**src/rtl/ekf_stage_sched.sv**
```systemverilog
// ekf_stage_sched: issues EKF-SLAM datapath stages one at a time.
//   Odometry frame -> PRD. New observation -> NEW. Re-observation -> UPD,
//   preceded by ASSOC when the build defines EKF_ASSOC_EN.
//   Each stage code is held on stage_val_o for STAGE_PULSE cycles. The
//   scheduler then waits for stage_rdy_i to echo the code. A watchdog
//   abandons the frame if no echo arrives.
//   The scheduler owns the landmark count and the active landmark index.
// Optional feature macro: EKF_ASSOC_EN (ASSOC stage before UPD on re-observation).
module ekf_stage_sched #(
    parameter int RSA_DW      = 32,
    parameter int RSA_AW      = 17,
    parameter int ROW_LEN     = 10,
    parameter int MAX_LM      = 64,
    parameter int STAGE_PULSE = 2,
    parameter int TMO_W       = 16
) (
    input  logic                 clk_i,
    input  logic                 sys_rst_i,
    input  logic                 odo_val_i,
    output logic                 odo_rdy_o,
    input  logic [RSA_DW-1:0]    odo_vlr_i,
    input  logic [RSA_AW-1:0]    odo_alpha_i,
    input  logic                 obs_val_i,
    output logic                 obs_rdy_o,
    input  logic                 obs_new_i,
    input  logic [ROW_LEN-1:0]   obs_id_i,
    input  logic [RSA_DW-1:0]    obs_rk_i,
    input  logic [RSA_AW-1:0]    obs_phi_i,
    output logic [2:0]           stage_val_o,
    input  logic [2:0]           stage_rdy_i,
    output logic [ROW_LEN-1:0]   landmark_num_o,
    output logic [ROW_LEN-1:0]   l_k_o,
    output logic [RSA_DW-1:0]    vlr_o,
    output logic [RSA_AW-1:0]    alpha_o,
    output logic [RSA_DW-1:0]    rk_o,
    output logic [RSA_AW-1:0]    phi_o,
    output logic                 busy_o,
    output logic                 done_o,
    output logic                 err_full_o,
    output logic                 err_tmo_o
);

    typedef enum logic [1:0] {
        ST_IDLE  = 2'd0,
        ST_ISSUE = 2'd1,
        ST_WAIT  = 2'd2
    } state_t;

    localparam logic [2:0] STG_IDLE  = 3'b000;
    localparam logic [2:0] STG_PRD   = 3'b001;
    localparam logic [2:0] STG_NEW   = 3'b010;
    localparam logic [2:0] STG_UPD   = 3'b011;
    localparam logic [2:0] STG_ASSOC = 3'b100;

`ifdef EKF_ASSOC_EN
    // Re-observations start with data association; UPD follows on completion.
    localparam logic [2:0] STG_REOBS = STG_ASSOC;
`else
    localparam logic [2:0] STG_REOBS = STG_UPD;
`endif

    localparam logic [ROW_LEN-1:0] MAX_LM_C   = ROW_LEN'(MAX_LM);
    localparam logic [ROW_LEN-1:0] LM_ONE     = {{(ROW_LEN-1){1'b0}}, 1'b1};
    localparam logic [TMO_W-1:0]   TMO_ONE    = {{(TMO_W-1){1'b0}}, 1'b1};
    localparam logic [TMO_W-1:0]   TMO_LIMIT  = {TMO_W{1'b1}};
    localparam logic [2:0]         PULSE_LAST = 3'(STAGE_PULSE - 1);

    state_t               state_q;
    logic [2:0]           cur_stage_q;
    logic [2:0]           stage_val_q;
    logic [2:0]           pulse_q;
    logic [TMO_W-1:0]     tmo_q;
    logic [ROW_LEN-1:0]   landmark_num_q;
    logic [ROW_LEN-1:0]   l_k_q;
    logic [RSA_DW-1:0]    vlr_q;
    logic [RSA_AW-1:0]    alpha_q;
    logic [RSA_DW-1:0]    rk_q;
    logic [RSA_AW-1:0]    phi_q;
    logic                 rdy_q;
    logic                 busy_q;
    logic                 done_q;
    logic                 err_full_q;
    logic                 err_tmo_q;

    logic                 odo_fire_s;
    logic                 obs_fire_s;
    logic                 obs_refuse_s;
    logic [2:0]           obs_stage_s;
    logic [ROW_LEN-1:0]   obs_lk_s;
    logic [TMO_W-1:0]     tmo_d;

    // rdy_q is high exactly when the scheduler sits in IDLE outside reset.
    // Odometry wins a same-cycle tie with an observation.
    assign odo_rdy_o  = rdy_q;
    assign obs_rdy_o  = rdy_q & ~odo_val_i;
    assign odo_fire_s = odo_val_i & rdy_q;
    assign obs_fire_s = obs_val_i & rdy_q & ~odo_val_i;

    // A new landmark needs a free map slot; a re-observation needs an existing index.
    assign obs_refuse_s = obs_new_i ? (landmark_num_q >= MAX_LM_C)
                                    : (obs_id_i >= landmark_num_q);
    assign obs_stage_s  = obs_new_i ? STG_NEW : STG_REOBS;
    assign obs_lk_s     = obs_new_i ? landmark_num_q : obs_id_i;
    assign tmo_d        = tmo_q + TMO_ONE;

    assign stage_val_o    = stage_val_q;
    assign landmark_num_o = landmark_num_q;
    assign l_k_o          = l_k_q;
    assign vlr_o          = vlr_q;
    assign alpha_o        = alpha_q;
    assign rk_o           = rk_q;
    assign phi_o          = phi_q;
    assign busy_o         = busy_q;
    assign done_o         = done_q;
    assign err_full_o     = err_full_q;
    assign err_tmo_o      = err_tmo_q;

    // Stage sequencer: frame acceptance, stage issue pulse, completion wait, watchdog.
    always_ff @(posedge clk_i or posedge sys_rst_i) begin
        if (sys_rst_i) begin
            state_q        <= ST_IDLE;
            cur_stage_q    <= STG_IDLE;
            stage_val_q    <= STG_IDLE;
            pulse_q        <= 3'd0;
            tmo_q          <= {TMO_W{1'b0}};
            landmark_num_q <= {ROW_LEN{1'b0}};
            l_k_q          <= {ROW_LEN{1'b0}};
            vlr_q          <= {RSA_DW{1'b0}};
            alpha_q        <= {RSA_AW{1'b0}};
            rk_q           <= {RSA_DW{1'b0}};
            phi_q          <= {RSA_AW{1'b0}};
            rdy_q          <= 1'b0;
            busy_q         <= 1'b0;
            done_q         <= 1'b0;
            err_full_q     <= 1'b0;
            err_tmo_q      <= 1'b0;
        end else begin
            done_q     <= 1'b0;
            err_full_q <= 1'b0;
            err_tmo_q  <= 1'b0;
            case (state_q)
                ST_IDLE: begin
                    if (odo_fire_s) begin
                        vlr_q       <= odo_vlr_i;
                        alpha_q     <= odo_alpha_i;
                        cur_stage_q <= STG_PRD;
                        stage_val_q <= STG_PRD;
                        pulse_q     <= 3'd0;
                        tmo_q       <= {TMO_W{1'b0}};
                        state_q     <= ST_ISSUE;
                        rdy_q       <= 1'b0;
                        busy_q      <= 1'b1;
                    end else if (obs_fire_s) begin
                        rk_q  <= obs_rk_i;
                        phi_q <= obs_phi_i;
                        if (obs_refuse_s) begin
                            // Frame is consumed but nothing runs; stay ready.
                            err_full_q <= 1'b1;
                            rdy_q      <= 1'b1;
                            busy_q     <= 1'b0;
                        end else begin
                            l_k_q       <= obs_lk_s;
                            cur_stage_q <= obs_stage_s;
                            stage_val_q <= obs_stage_s;
                            pulse_q     <= 3'd0;
                            tmo_q       <= {TMO_W{1'b0}};
                            state_q     <= ST_ISSUE;
                            rdy_q       <= 1'b0;
                            busy_q      <= 1'b1;
                        end
                    end else begin
                        rdy_q  <= 1'b1;
                        busy_q <= 1'b0;
                    end
                end
                ST_ISSUE: begin
                    // stage_rdy_i is deliberately not looked at until the pulse is over.
                    if (pulse_q == PULSE_LAST) begin
                        stage_val_q <= STG_IDLE;
                        tmo_q       <= {TMO_W{1'b0}};
                        state_q     <= ST_WAIT;
                    end else begin
                        pulse_q <= pulse_q + 3'd1;
                    end
                end
                ST_WAIT: begin
                    if (stage_rdy_i == cur_stage_q) begin
                        if (cur_stage_q == STG_NEW) begin
                            landmark_num_q <= landmark_num_q + LM_ONE;
                        end else begin
                            landmark_num_q <= landmark_num_q;
                        end
                        if (cur_stage_q == STG_ASSOC) begin
                            // Association done: chain straight into UPD on the same l_k.
                            cur_stage_q <= STG_UPD;
                            stage_val_q <= STG_UPD;
                            pulse_q     <= 3'd0;
                            tmo_q       <= {TMO_W{1'b0}};
                            state_q     <= ST_ISSUE;
                        end else begin
                            cur_stage_q <= STG_IDLE;
                            done_q      <= 1'b1;
                            state_q     <= ST_IDLE;
                            rdy_q       <= 1'b1;
                            busy_q      <= 1'b0;
                        end
                    end else if (tmo_d == TMO_LIMIT) begin
                        // Top never answered: drop the frame, map untouched.
                        cur_stage_q <= STG_IDLE;
                        err_tmo_q   <= 1'b1;
                        state_q     <= ST_IDLE;
                        rdy_q       <= 1'b1;
                        busy_q      <= 1'b0;
                    end else begin
                        tmo_q <= tmo_d;
                    end
                end
                default: begin
                    state_q     <= ST_IDLE;
                    cur_stage_q <= STG_IDLE;
                    stage_val_q <= STG_IDLE;
                    rdy_q       <= 1'b0;
                    busy_q      <= 1'b0;
                end
            endcase
        end
    end

endmodule

```
**config.mk**
```make
export PLATFORM = sky130hd
export DESIGN_NAME = ekf_stage_sched
export DESIGN_NICKNAME = d
export VERILOG_FILES = /design/src/rtl/ekf_stage_sched.sv
export SDC_FILE = /design/constraint.sdc
export NUM_CORES = 1
export LEC_CHECK = 0
export ABC_AREA = 0
export CAP_MARGIN = 20
export CORE_MARGIN = 8
export CORE_UTILIZATION = 60
export CTS_CLUSTER_SIZE = 8
export DETAILED_ROUTE_END_ITERATION = 7
export DONT_BUFFER_PORTS = 1
export PLACE_DENSITY_LB_ADDON = 0.1
export SLEW_MARGIN = 20
export SYNTH_ARGS = -nofsm -noshare
export SYNTH_HDL_FRONTEND = slang
export SYNTH_SLANG_ARGS = --single-unit
```
**constraint.sdc**
```tcl
create_clock -name clk_i -period 4.7 [get_ports clk_i]
set_input_delay 0 -clock clk_i [delete_from_list [all_inputs] [get_ports clk_i]]
set_output_delay 0 -clock clk_i [all_outputs]
set_load 0.05 [all_outputs]
```
# Word-level counts from Yosys, hierarchy flattened
# Cells that the tools add are included.
word_totals:
  out_inout_bits: 127
  elab_cells: 118
  ff_bits: 150
  input_bits: 116
classes:
  n_mux: 60
  eq_ne: 17
  bitwise: 8
  add_sub_neg: 3
  magnitude_cmp: 2
  n_reduce_logical: 12
ops:
  columns: ["operator", "count"]
  rows:
  - ["$mux 16", 7]
  - ["$pmux 16 s3", 1]
  - ["$mux 3", 14]
  - ["$pmux 3 s3", 3]
  - ["$mux 1", 24]
  - ["$ne 3x3->1 const B", 6]
  - ["$add 16x1->16 const B", 1]
  - ["$eq 16x16->1 const B", 1]
  - ["$mux 2", 7]
  - ["$reduce_and 4->1", 3]
  - ["$reduce_and 6->1", 2]
  - ["$add 10x1->10 const B", 1]
  - ["$ge 10x10->1", 1]
  - ["$ge 10x7->1 const B", 1]
  - ["$mux 10", 1]
  - ["$reduce_and 3->1", 3]
  - ["$ne 2x2->1 const B", 4]
  - ["$pmux 1 s3", 2]
  - ["$pmux 2 s3", 1]
  - ["$reduce_and 5->1", 1]
  - ["$and 1x1->1", 4]
  - ["$not 1->1", 4]
  - ["$add 3x1->3 const B", 1]
  - ["$eq 3x1->1 const B", 1]
  - ["other kinds (8)", 8]

# Logic depth before layout (Yosys ltp)
logic_depth:
  word_depth: 6
  depth_mapped: 11

# Least setup slack after synthesis
# OpenSTA, ideal clock, no wires.
synth_timing:
  path_type: "reg2reg"
  from: "reg rdy_q (netlist: odo_rdy_o)"
  to: "reg stage_val_q[0] (netlist: stage_val_o[0])"
  path_stages_with_launch: 7
  arrival_ps: 2989
  n_path_buf: 0
  path_slack_ps: 1590
  period_less_slack_ps: 3110
  required_ps: 4579
  path_cell_list: "dfrtp_1 -> nor2b_1 -> and2_1 -> or3b_2 -> o21a_1 -> or3b_2 -> a22o_1"
synth_between:
  elab_chain_len: 4
  elab_cells_between_ends: 8
synth_rtl:
  columns: ["item", "line", "source"]
  rows:
  - ["start: declaration", "79", "logic rdy_q;"]
  - ["start signal: assignment", "132", "rdy_q <= 1'b0;"]
  - ["start signal: assignment", "151", "rdy_q <= 1'b0;"]
  - ["start signal: assignment", "159", "rdy_q <= 1'b1;"]
  - ["$and 1x1->1 (2 in series)", "97", "assign obs_fire_s = obs_val_i & rdy_q & ~odo_val_i;"]
  - ["$ne 3x3->1 (no source line)", null, null]
  - ["$reduce_and 5->1 (no source line)", null, null]
  - ["end signal: assignment", "164", "stage_val_q <= obs_stage_s;"]
  - ["end: declaration", "70", "logic [2:0] stage_val_q;"]
# Several ways; a longest one is shown, not always the timed one.
# A chain may end at the register's enable or synchronous reset.

# Worst setup path after layout
layout_timing:
  from: "reg landmark_num_q[9] (netlist: landmark_num_o[9])"
  to: "reg tmo_q[2]"
layout_between:
  elab_chain_len: 4
  elab_cells_between_ends: 5
layout_rtl:
  columns: ["item", "line", "source"]
  rows:
  - ["start: declaration", "73", "logic [ROW_LEN-1:0] landmark_num_q;"]
  - ["start signal: assignment", "126", "landmark_num_q <= {ROW_LEN{1'b0}};"]
  - ["start signal: assignment", "189", "landmark_num_q <= landmark_num_q + LM_ONE;"]
  - ["start signal: assignment", "191", "landmark_num_q <= landmark_num_q;"]
  - ["$ge 10x10->1 / $ge 10x7->1 (equally long branches)", "101, 100", null]
  - ["$mux 1 (*)", "100", "assign obs_refuse_s = obs_new_i ? (landmark_num_q >= MAX_LM_C)"]
  - ["$ne 3x3->1 (no source line) (*)", null, null]
  - ["$reduce_and 6->1 (no source line) (*)", null, null]
  - ["end signal: assignment", "125", "tmo_q <= {TMO_W{1'b0}};"]
  - ["end signal: assignment", "149", "tmo_q <= {TMO_W{1'b0}};"]
  - ["end signal: assignment", "166", "tmo_q <= {TMO_W{1'b0}};"]
  - ["end: declaration", "72", "logic [TMO_W-1:0] tmo_q;"]
# Every way passes the cells marked *; elsewhere a longest branch is shown, timed or not.

==> reports/metrics.cfg <==
[detailed_routing]
vias=5281
wl_um=19900
vias_per_cell=5.87
drt-initial-drc-count=406
remaining_drc_errors=0
drtPass1Iterations=5
ant_nets=0
detail_route.wl_per_cell_um=22.1

[clocking]
clock_sinks=148
cts_tree=done
cts_root_buffer=clkbuf_8
cts_resized=0
clk_latency_ns=0.54
path_clk_slew_ns=0.06
h-tree-depth=4
postCtsSetupBuffers=0
postCtsHoldBufs=113
cts_buffers=17
clockBufferDepth=2

[grt]
antenna_found_initial=3
grt_max_degree=116
use_met2=0.435
top_usage_layer=met2
grt_pass1_wl_um=30500
grt_pass1_vias=5544
grtUsageMet3=0.123
grt_usage=0.269
met1_usage=0.285
overflow=0

[sta]
period_share=0.654
period_needed_ns=3.07
fmax_mhz=325
slew_viol_final=0
slew_headroom=0.292
skew_ns=0.00994
tns_ns=0
worstMarginPinSlew_ns=1.06
hold_violations=0
hold_ws_ns=0.0212
rsz0062_at_grt=false
finalSetupViolCount=0

[critical_path]
cp_data_required_time_ns=5.11
startpoint_type=register
reg2reg_slack_ns=1.63
crit_family=compound AO/OA/AOI/OAI gates
reg2reg_to=tmo_q[2]
crit_path_end_kind=register
max_stage_delay_ns=0.71
crit_path_max_fanout=16
cp.arrival_ns=3.49
crit_path_cell_trace=inv_1 -> ha_1 -> a21oi_1 -> o21ai_0 -> or3b_2 -> o21a_1 -> nand3b_4 -> a221o_1
r2r.worst_path.cells=8
r2r_start=landmark_num_o[9]
cp_slowest_cell=dfrtp_1
worst-path-buf-inv=1
worstSetupPathType=reg -> reg

[min_path]
whs_path_depth=4
hold_class=in -> reg
holdCritStartpoint=stage_rdy_i[0]
whs_endpoint=odo_rdy_o

[yosys]
yosys-top-cells-count=nand2_1 (186), dfrtp_1 (148), mux2_2 (50)
synthTopCellsByArea=dfrtp_1 (55%), nand2_1 (10%), mux2_2 (8.4%), ha_1 (3.0%), mux2i_1 (1.6%)
yosysMostFrequentCell=nand2_1
synth_warnings=0
syn_area_per_cell_um2=10.6
synthesis.area_um2=6690
ys_types=57
syn_inst=634
async_reset_ff_frac=1.00
syn_nets=766
synth_edf_count=0
synth_ff_type=dfrtp_1
yosysSeqAreaShare=0.553
yosysTopAreaCell=dfrtp_1
ys_ff_latch=148
synth_top_area_frac=0.553

[power_and_ir_drop]
p_leak_nw=4.05
peakVddDrop_v=0.000537
p_per_area_nw_per_um2=743

[flow_run]
cap_viol_max_count=0

[place]
finalWeightedCongestion=0.888
io_buffers=0
hpwl_um=12100

[status]
status=finished clean

[floorplan]
rows=38
die_height_um=122
design.core.area_um2=10900
initial_utilization=0.615
ioPinCount=243
dieArea_um2=14800
dieWidth_um=122

[final_layout]
final_nets=874
drive_gt1_frac=0.138
area_growth_pct=26.7

layer usage:
metal,vias up,routed length [µm],share of wire
li1,2347,-,-
met1,2597,7000,0.35
met2,266,10000,0.50
met3,71,1920,0.097
met4,0,925,0.047
met5,-,0,0
logic make-up (layout without fill, tap and decap cells):
family,after synthesis,after routing,share of synthesized area
buffers and inverters,50,171,0.0340
multiplexers,62,62,0.103
flip-flops,148,148,0.553
AO/OA/AOI/OAI,67,67,0.0729
adder cells (fa/ha/maj),16,16,0.0299
AND/OR/NAND/NOR,273,273,0.183
other,1,5,0.000560
XOR/XNOR,17,17,0.0234
power by group:
part,total [mW],internal [mW],switching [mW]
Combinational,1.09,0.494,0.591
Sequential,3.93,1.75,2.18
Clock,1.29,0.750,0.544
cells in the final DEF (no fill, tap or decap), types with 3 or more instances in the layout:
cell,synthesis,layout
nor2b_1,4,4
nand2b_1,3,3
nand4_1,8,8
dlygate4sd3_1,0,113
and3_1,4,4
and4_1,5,5
nor2_1,20,20
nor3_1,7,6
a21o_1,3,3
o31ai_1,5,5
inv_1,20,19
clkbuf_16,0,16
xnor2_1,10,10
and2_1,6,6
o22a_1,5,5
inv_6,0,3
buf_4,2,6
clkbuf_8,0,4
diode_2,0,4
o21a_1,5,5
a211o_1,4,4
mux2_2,50,50
clkbuf_1,14,3
dfrtp_1,148,148
nand3_1,16,15
a21oi_1,6,6
o21ai_0,21,21
nand2_1,186,185
ha_1,16,16
mux2i_1,11,11
xor2_1,6,6
clkinvlp_4,0,5
through the flow:
stage / utilization / worst slack [ns] / instance area, µm² / power (mW) / std cells
2_1_floorplan: - / 0.720 / 6690 / 4.54 / 634
3_3_place_gp: 0.623 / 1.85 / 6780 / 4.81 / 750
3_5_place_dp: 0.623 / 1.76 / 6780 / 4.88 / 750
4_1_cts: 0.778 / 1.73 / 8470 / 6.24 / 895
5_1_grt: 0.779 / 1.43 / 8480 / 6.54 / 898
6_report: 0.779 / 1.63 / 8480 / 6.30 / 899
layout make-up:
class / instances / area, µm²
sequential: 148 / 3700
multi-input combinational: 436 / 2780
fill: 632 / 2400
timing repair buffer: 119 / 1180
clock buffer: 23 / 467
tap: 140 / 175
clock inverter: 9 / 93.8
inverter: 20 / 82.6
antenna: 4 / 10.0
worst register-to-register path: cells and delay by family (launching register included):
family | cells | cell delay (ns)
compound gates | 4 | 0.93
simple gates | 2 | 0.80
flops | 1 | 0.71
fa+ha+maj | 1 | 0.36
buf+inv | 1 | 0.17
state kept, by name, summed over array words and instances, names as in the netlist, 3 cells and up:
signal,cells
alpha_o,17
l_k_o,10
landmark_num_o,10
phi_o,17
pulse_q,3
rk_o,32
tmo_q,16
vlr_o,32
worst max-delay path by stage:
stage	start	endpoint	slack, ns	cells after the start
2_1_floorplan	sys_rst_i	alpha_o[0]	0.72	1
3_3_place_gp	landmark_num_o[7]	stage_val_o[0]	1.85	8
3_5_place_dp	landmark_num_o[9]	tmo_q[9]	1.76	8
4_1_cts	landmark_num_o[9]	tmo_q[9]	1.73	8
5_1_grt	cur_stage_q[0]	landmark_num_o[7]	1.43	9
6_report	landmark_num_o[9]	tmo_q[2]	1.63	8
No activity file was read; power rests on OpenSTA's default activity.
